==> config.mk <==
export PLATFORM = sky130hd
export DESIGN_NAME = hazard_scoreboard_unit
export DESIGN_NICKNAME = d
export VERILOG_FILES = /design/src/rtl/hazard_scoreboard_unit_pkg.sv /design/src/rtl/hazard_scoreboard_unit_sb_entry.sv /design/src/rtl/hazard_scoreboard_unit.sv
export SDC_FILE = /design/constraint.sdc
export NUM_CORES = 1
export LEC_CHECK = 0
export ABC_AREA = 1
export CAP_MARGIN = 30
export CORE_MARGIN = 5
export CORE_UTILIZATION = 55
export CTS_BUF_LIST = sky130_fd_sc_hd__clkbuf_4 sky130_fd_sc_hd__clkbuf_8 sky130_fd_sc_hd__clkbuf_16
export CTS_CLUSTER_SIZE = 30
export DETAILED_ROUTE_END_ITERATION = 12
export PLACE_DENSITY = 0.82
export SLEW_MARGIN = 20
export SYNTH_ARGS = -nofsm -noshare
export SYNTH_HDL_FRONTEND = slang
export SYNTH_SLANG_ARGS = --single-unit
==> constraint.sdc <==
create_clock -name clk -period 8.07 [get_ports clk]
set_input_delay 2.421 -clock clk [delete_from_list [all_inputs] [get_ports clk]]
set_output_delay 2.421 -clock clk [all_outputs]
set_load 0.05 [all_outputs]
==> src/rtl/hazard_scoreboard_unit_pkg.sv <==
// hazard_scoreboard_unit_pkg: shared widths, default latencies and a saturating counter helper
package hazard_scoreboard_unit_pkg;
    localparam int HAZ_REG_AW   = 5;
    localparam int HAZ_CNT_W    = 3;
    localparam int HAZ_ALU_LAT  = 1;
    localparam int HAZ_LOAD_LAT = 2;
    localparam logic [4:0] HAZ_ZERO_REG = 5'd0;

    function automatic logic [31:0] sat_inc(input logic [31:0] v, input logic en);
        return (en && v != '1) ? v + 32'd1 : v;
    endfunction
endpackage

==> src/rtl/hazard_scoreboard_unit_sb_entry.sv <==
// hazard_scoreboard_unit_sb_entry: one register's countdown until its pending result is forwardable
module hazard_scoreboard_unit_sb_entry
    import hazard_scoreboard_unit_pkg::*;
#(
    parameter int CNT_W    = HAZ_CNT_W,
    parameter int ALU_LAT  = HAZ_ALU_LAT,
    parameter int LOAD_LAT = HAZ_LOAD_LAT
) (
    input  logic clk,
    input  logic rst,
    input  logic hold_i,
    input  logic wr_i,
    input  logic is_load_i,
    output logic rdy_alu_o,
    output logic rdy_br_o
);
    logic [CNT_W-1:0] cnt_q, cnt_d;

    // a new producer overrides the decrement so the newest writer wins
    always_comb begin
        cnt_d = hold_i ? cnt_q
              : wr_i   ? (is_load_i ? CNT_W'(LOAD_LAT) : CNT_W'(ALU_LAT))
              : (cnt_q != '0) ? cnt_q - CNT_W'(1) : cnt_q;
    end

    // counter register, cleared on reset
    always_ff @(posedge clk) begin
        if (rst) cnt_q <= '0;
        else     cnt_q <= cnt_d;
    end

    // branches compare in ID so need a settled value; ALU ops can take EX forwarding one cycle early
    assign rdy_br_o  = cnt_q == '0;
    assign rdy_alu_o = cnt_q <= CNT_W'(1);
endmodule

==> src/rtl/hazard_scoreboard_unit.sv <==
// hazard_scoreboard_unit: scoreboard stall/issue control for ID; HAZ_PERF_SPLIT_EN adds split stall counters
module hazard_scoreboard_unit
    import hazard_scoreboard_unit_pkg::*;
#(
    parameter int REG_AW   = HAZ_REG_AW,
    parameter int ALU_LAT  = HAZ_ALU_LAT,
    parameter int LOAD_LAT = HAZ_LOAD_LAT,
    parameter int CNT_W    = HAZ_CNT_W
) (
    input  logic              clk,
    input  logic              rst,
    input  logic              id_valid_i,
    input  logic              id_kill_i,
    input  logic              pipe_hold_i,
    input  logic [REG_AW-1:0] id_rs_i,
    input  logic [REG_AW-1:0] id_rt_i,
    input  logic              id_use_rs_i,
    input  logic              id_use_rt_i,
    input  logic              id_branch_i,
    input  logic              id_wr_en_i,
    input  logic [REG_AW-1:0] id_wr_addr_i,
    input  logic              id_is_load_i,
    output logic              stall_o,
    output logic              flush_o,
    output logic              issue_o,
`ifdef HAZ_PERF_SPLIT_EN
    output logic [31:0]       load_stall_cycles_o,
    output logic [31:0]       branch_stall_cycles_o,
`endif
    output logic [31:0]       stall_cycles_o
);
    localparam int NUM_REGS = 2**REG_AW;

    logic [NUM_REGS-1:0] rdy_alu, rdy_br;
    logic need_rs, need_rt, ok_rs, ok_rt, stall, cnt_en;
    logic [31:0] stall_cycles_q, stall_cycles_d;

    assign rdy_alu[0] = 1'b1;
    assign rdy_br[0]  = 1'b1;

    for (genvar e = 1; e < NUM_REGS; e++) begin : g_ent
        hazard_scoreboard_unit_sb_entry #(
            .CNT_W(CNT_W), .ALU_LAT(ALU_LAT), .LOAD_LAT(LOAD_LAT)
        ) u_ent (
            .clk       (clk),
            .rst       (rst),
            .hold_i    (pipe_hold_i),
            .wr_i      (issue_o && id_wr_en_i && id_wr_addr_i == REG_AW'(e)),
            .is_load_i (id_is_load_i),
            .rdy_alu_o (rdy_alu[e]),
            .rdy_br_o  (rdy_br[e])
        );
    end

    // source readiness read against the pre-issue scoreboard, so self-dependence sees the old count
    always_comb begin
        need_rs = id_use_rs_i && id_rs_i != REG_AW'(HAZ_ZERO_REG);
        need_rt = id_use_rt_i && id_rt_i != REG_AW'(HAZ_ZERO_REG);
        ok_rs   = id_branch_i ? rdy_br[id_rs_i] : rdy_alu[id_rs_i];
        ok_rt   = id_branch_i ? rdy_br[id_rt_i] : rdy_alu[id_rt_i];
        stall   = id_valid_i && !id_kill_i && !rst && ((need_rs && !ok_rs) || (need_rt && !ok_rt));
        cnt_en  = stall && !pipe_hold_i;
        stall_cycles_d = sat_inc(stall_cycles_q, cnt_en);
    end

    assign stall_o        = stall;
    assign flush_o        = stall;
    assign issue_o        = id_valid_i && !id_kill_i && !stall && !pipe_hold_i;
    assign stall_cycles_o = stall_cycles_q;

    // total stall cycle counter
    always_ff @(posedge clk) begin
        if (rst) stall_cycles_q <= '0;
        else     stall_cycles_q <= stall_cycles_d;
    end

`ifdef HAZ_PERF_SPLIT_EN
    logic [31:0] ld_q, br_q;

    // stall cycles attributed to branch-compare or load/ALU consumers
    always_ff @(posedge clk) begin
        if (rst) begin
            ld_q <= '0;
            br_q <= '0;
        end else begin
            ld_q <= sat_inc(ld_q, cnt_en && !id_branch_i);
            br_q <= sat_inc(br_q, cnt_en && id_branch_i);
        end
    end

    assign load_stall_cycles_o   = ld_q;
    assign branch_stall_cycles_o = br_q;
`endif
endmodule

Yosys cells after proc, flatten, opt, wreduce, memory -nomap -nowiden
Index checks and enable logic that the tools add are counted.
{ "totals": {"mem_count": 0, "out_inout_bits": 35, "ram_bits": 0, "latchBits": 0, "rom_bits": 0, "reg_bits": 125} }
{ "op_classes": {"n_lt_le_gt_ge": 33, "mux": 73, "mul": 0, "reduce_logical": 176, "div": 0, "add_sub_neg": 32, "bitwise": 1, "eq_ne": 32, "shifts": 0} }
{ "ops": {"columns": ["operator", "n"], "rows": [
  ["$mux 3", 62],
  ["$le 3x1->1 const B", 31],
  ["$logic_not 3->1", 31],
  ["$reduce_bool 3->1", 31],
  ["$sub 3x1->3 const B", 31],
  ["$eq 5x5->1 const B", 16],
  ["$reduce_and 2->1", 31],
  ["$reduce_bool 2->1", 31],
  ["$logic_and 1x1->1", 43],
  ["$eq 5x4->1 const B", 8],
  ["$add 32x1->32 const B", 1],
  ["$ne 32x32->1 const B", 1],
  ["$bmux 1 s5", 4],
  ["$eq 5x3->1 const B", 4],
  ["$lt 5x6->1 const B", 2],
  ["$eq 5x2->1 const B", 2],
  ["$reduce_bool 5->1", 2],
  ["$logic_not 1->1", 6],
  ["$mux 1", 6],
  ["$eq 5x1->1 const B", 1],
  ["$mux 2", 1],
  ["$logic_or 1x1->1", 1],
  ["$not 1->1", 1]
]} }

Longest topological paths before layout
{ "depth": {"depth_word": 15, "depth_mapped": 23, "mapped_depth_nobuf": 23} }

Cells and area by module
A second synthesis with hierarchy kept.
{ "unflattened": {"hier_cells": 1893, "hier_area_um2": 11400.9} }
{ "by_module_without_submodules": {"columns": ["mod", "instances", "area_per_inst_um2", "cells_each", "seq_area_each_um2"], "rows": [
  ["hazard_scoreboard_unit_sb_entry", 31, 241.5, 37, 60.1],
  ["hazard_scoreboard_unit", 1, 3915.0, 746, 640.6]
]} }

Worst setup path before layout
Ideal clock, no wire load.
{ "synth_path": {"path_kind": "input-to-output", "start": "input id_rt_i[0]", "end": "output stall_o", "t_arrival_ns": 4.170, "t_required_ns": 5.649, "n_path_buf": 3, "path_stages": 17, "slack_ns": 1.479, "path_cell_list": "buf_2 inv_2 buf_4 nand2_1 nand2_1 nand2_1 nand2_1 nor2_1 nand2_1 nand3_1 nand2_1 a21oi_1 nand2_1 nand2_2 nand2_2 inv_1 buf_4"} }
{ "synth_between": {"elab_chain_len": 7} }
{ "synth_lines": {"columns": ["item", "line", "source"], "rows": [
  ["from (decl)", "hazard_scoreboard_unit.sv:16", "input logic [REG_AW-1:0] id_rt_i,"],
  ["$bmux 1 s5", "hazard_scoreboard_unit.sv:60", "ok_rt = id_branch_i ? rdy_br[id_rt_i] : rdy_alu[id_rt_i];"],
  ["$mux 1 (not written as such)", "hazard_scoreboard_unit.sv:60", null],
  ["$mux 1", "hazard_scoreboard_unit.sv:60", null],
  ["$logic_not 1->1", "hazard_scoreboard_unit.sv:61", "stall = id_valid_i && !id_kill_i && !rst && ((need_rs && !ok_rs) || (need_rt && !ok_rt));"],
  ["$logic_and 1x1->1 (*)", "hazard_scoreboard_unit.sv:61", null],
  ["$logic_or 1x1->1 (*)", "hazard_scoreboard_unit.sv:61", null],
  ["$logic_and 1x1->1 (*)", "hazard_scoreboard_unit.sv:61", null],
  ["to (decl)", "hazard_scoreboard_unit.sv:23", "output logic stall_o,"]
]} }
Mark *: on every way between the ends. The rest lies on a longest branch, timed or not. The select of a mux whose other input is x is not followed.

Final worst setup path
{ "layout_path": {"start": "input id_rs_i[1]", "end": "output stall_o"} }
{ "layout_between": {"elab_chain_len": 7} }
{ "layout_lines": {"columns": ["item", "line", "source"], "rows": [
  ["from (decl)", "hazard_scoreboard_unit.sv:15", "input logic [REG_AW-1:0] id_rs_i,"],
  ["$bmux 1 s5", "hazard_scoreboard_unit.sv:59", "ok_rs = id_branch_i ? rdy_br[id_rs_i] : rdy_alu[id_rs_i];"],
  ["$mux 1 (not written as such)", "hazard_scoreboard_unit.sv:59", null],
  ["$mux 1", "hazard_scoreboard_unit.sv:59", null],
  ["$logic_not 1->1", "hazard_scoreboard_unit.sv:61", null],
  ["$logic_and 1x1->1 (*)", "hazard_scoreboard_unit.sv:61", null],
  ["$logic_or 1x1->1 (*)", "hazard_scoreboard_unit.sv:61", null],
  ["$logic_and 1x1->1 (*)", "hazard_scoreboard_unit.sv:61", null]
]} }
Marked as above.

==> results by group <==
Routing
  – Detailed Routing Iterations Pass 1: 6
  – Via count: 11524
  – WL/cell: 15.3 um
  – Final ANT Viol Nets: 0
  – DRC Markers: 0
  – Iteration-0 DRC Markers: 1226
  – Via-to-Cell Ratio: 5.54
  – Routed WL: 31.9 mm

STA
  – TNS Setup: 0 ps
  – Setup violators final: 0
  – Max_slew headroom: 36.5%
  – Slew Limit Fails: 0
  – Final Skew: 13.4 ps
  – Fin worst setup slack: 685 ps
  – Final hold vios: 0
  – RSZ-0062 raised after global routing: false
  – Crit share post-route: 91.5%
  – Min cycle time layout: 7390 ps
  – FMAX: 0.135 GHz
  – Worst-Margin Slew: 953 ps

CTS
  – CTS Hold Bufs: 0
  – CTS resizes: 0
  – H-tree depth: 4
  – Total CTS buffers: 17
  – Root Driver: clkbuf_16
  – CTS clk-pin slew, worst paths: 70 ps
  – Clock sink count: 125
  – Worst skew pair latency: 440 ps
  – Max Root-Sink Buffers: 2
  – CTS tree: built
  – Post-CTS setup buffer count: 0

Setup path
  – Crit path launch type: primary input
  – CP max FO: 12
  – Req. time, crit path: 5650 ps
  – Kind of critical path: in2out
  – Cell depth of the worst flop-to-flop path: 21
  – Crit path DAT: 4960 ps
  – RR Startpoint: g_ent[21].u_ent.cnt_q[0]$_SDFFE_PP0P_
  – R2r endpoint: g_ent[17].u_ent.cnt_q[0]$_SDFFE_PP0P_
  – CP Capture Type: output port
  – Worst R2R Setup Slack: 4220 ps

Min path
  – Hold_sp: g_ent[20].u_ent.cnt_q[2]$_SDFFE_PP0P_
  – Worst Hold Depth: 2
  – Worst hold path class: reg2reg
  – Hold EP: g_ent[20].u_ent.cnt_q[2]$_SDFFE_PP0P_

Cells and area
  – Layout cells sized above 1: 5.06%
  – Antenna cell count: 0
  – Area Growth Syn to Fin: 11.6%
  – Layout net count: 1923

Run status
  – Run status: completed

Logic synthesis
  – List of most frequent post-synthesis cells: nand2_1, nor2_1, inv_1
  – Yosys reg bits: 125
  – Area leader, netlist: dfxtp_1
  – Syn Nets: 1904
  – Share of flip-flops with an asynchronous set or reset: 0%
  – Simple-gate share of the synthesized area: 44.9%
  – Mapped Avg Cell Area: 6.06 sq um
  – Register area share after synthesis: 23.1%
  – Syn Inst Count: 1785
  – Main combinational cell family by area after synthesis: simple AND/OR/NAND/NOR gates
  – Top cells by area, synth: dfxtp_1, nand2_1, ha_1
  – Main synth FF type: dfxtp_1
  – Number of synthesized flops with an enable pin: 0
  – Mapped Area: 10800 sq um
  – Distinct cell type count after synthesis: 43
  – Dominant cell by count in the synthesized netlist: nand2_1
  – YS warnings: 0
  – Post-Synth XOR/XNOR Area: 3.56%
  – Compound-Gate Fraction of Synth Area: 6.43%
  – Mux contribution to synthesized area: 0%
  – Yosys top cell area share: 23.1%
  – Post-Synth Adder-Cell Area: 10.9%

Die
  – Die Height: 150 um
  – Top-level I/O count: 60
  – Row cnt: 51
  – Full die area: 22600 sq um
  – Core Footprint: 19400 sq um
  – Initial Util: 55.8%
  – Die width: 150 um

Placed design
  – Pre-CTS setup slack: 756 ps
  – DP HPWL: 22.6 mm
  – Final GP Congestion: 1.02
  – Port Buffer Count: 59

GRT
  – Largest net degree at the start of global routing: 83
  – Antenna violations before repair: 0
  – Number of global-route vias before repair: 10712
  – All-layer global routing usage: 28.7%
  – First-pass GRT wire length: 52.6 mm
  – GR Overflow Total: 0

Power
  – PwrDens: 299 nW/um^2
  – VDD IR-drop max: 0.000160 V
  – LEAKAGE: 5.74 nW

Flow run
  – Maxcap violations: 0
-- area by class of cell --
cell class                 count  area [sq um]
fill                        1860          7330
multi-input combinational   1378          7120
sequential                   125          2500
inverter                     210           791
timing repair buffer          72           728
clock buffer                  19           447
tap                          265           332
clock inverter                13           154
-- worst max-delay path by stage --
stage                           from  endpoint  slack (ps)  cells after the start
after floorplan           id_rt_i[0]   stall_o        1480                     17
after global placement    id_rs_i[1]   flush_o         800                     19
after detailed placement  id_rs_i[1]   stall_o         760                     17
after CTS                 id_rs_i[1]   stall_o         740                     17
after global routing      id_rs_i[1]   flush_o         540                     17
final                     id_rs_i[1]   stall_o         680                     17
-- kinds of logic (layout without fill, tap and decap cells) --
group | after synthesis | after routing
AND/OR/NAND/NOR | 1110 | 1110
buffers and inverters | 282 | 314
AO/OA/AOI/OAI | 130 | 130
flip-flops | 125 | 125
adder cells (fa/ha/maj) | 94 | 94
XOR/XNOR | 44 | 44
-- state kept, by name, summed over array words and instances, names as in the netlist --
signal,cells
g_ent.u_ent.cnt_q,93
stall_cycles_o,32
-- where the power goes --
part / total, W / internal (W) / leakage, nW / switching (W)
clock network: 0.000806 / 0.000474 / 0.295 / 0.000332
registers: 0.000890 / 0.000777 / 1.02 / 0.000113
logic: 0.00192 / 0.000659 / 4.43 / 0.00126
-- placed cells by master, fill, tap and decap left out, drive strengths merged --
cell type / Yosys / routed
nor4: 6 / 6
ha: 94 / 94
o21bai: 5 / 5
or4: 1 / 1
buf: 41 / 18
bufinv: 0 / 2
nand2: 556 / 556
clkinv: 1 / 5
a31oi: 2 / 2
xor2: 41 / 41
xnor2: 3 / 3
clkinvlp: 0 / 1
inv: 209 / 215
a21oi: 86 / 86
and3: 2 / 2
dfxtp: 125 / 125
clkbuf: 31 / 19
o31ai: 1 / 1
nor2: 237 / 237
clkdlybuf4s50: 0 / 54
nor3: 38 / 38
o21ai: 34 / 34
nand3: 181 / 181
o211ai: 1 / 1
nor3b: 1 / 1
nand4: 87 / 87
a21boi: 1 / 1
or2: 1 / 1
-- stage by stage --
step	cell area (sq um)	power, W	std cells	util, %	hold WS, ps
after floorplan	10800	0.00232	1785	-	455
after global placement	11400	0.00271	2049	59.0	469
after detailed placement	11500	0.00276	2050	59.1	477
after CTS	12100	0.00358	2082	62.2	487
after global routing	12100	0.00395	2082	62.2	513
final	12100	0.00361	2082	62.2	486
-- worst max-delay path, cell delays in order --
cell and delay, ps:
clkdlybuf4s50_1 690, buf_4 280, inv_2 70, nand2_4 110, inv_4 100, a21oi_1 140
nand3_1 90, nand3_1 90, nand3_1 80, nand3_1 90, nand2_1 50, inv_1 60
nand2_2 40, nand2_2 100, nand2_2 170, inv_1 210, buf_12 160
-- metal layers --
layer,vias up,GRT usage (%),share of wire [%]
li1,5766,-,-
met1,5224,37.8,43
met2,470,47.2,46
met3,64,5.69,8.0
met4,0,9.33,2.3
met5,-,0,0
(Power assumes the default switching activity.)
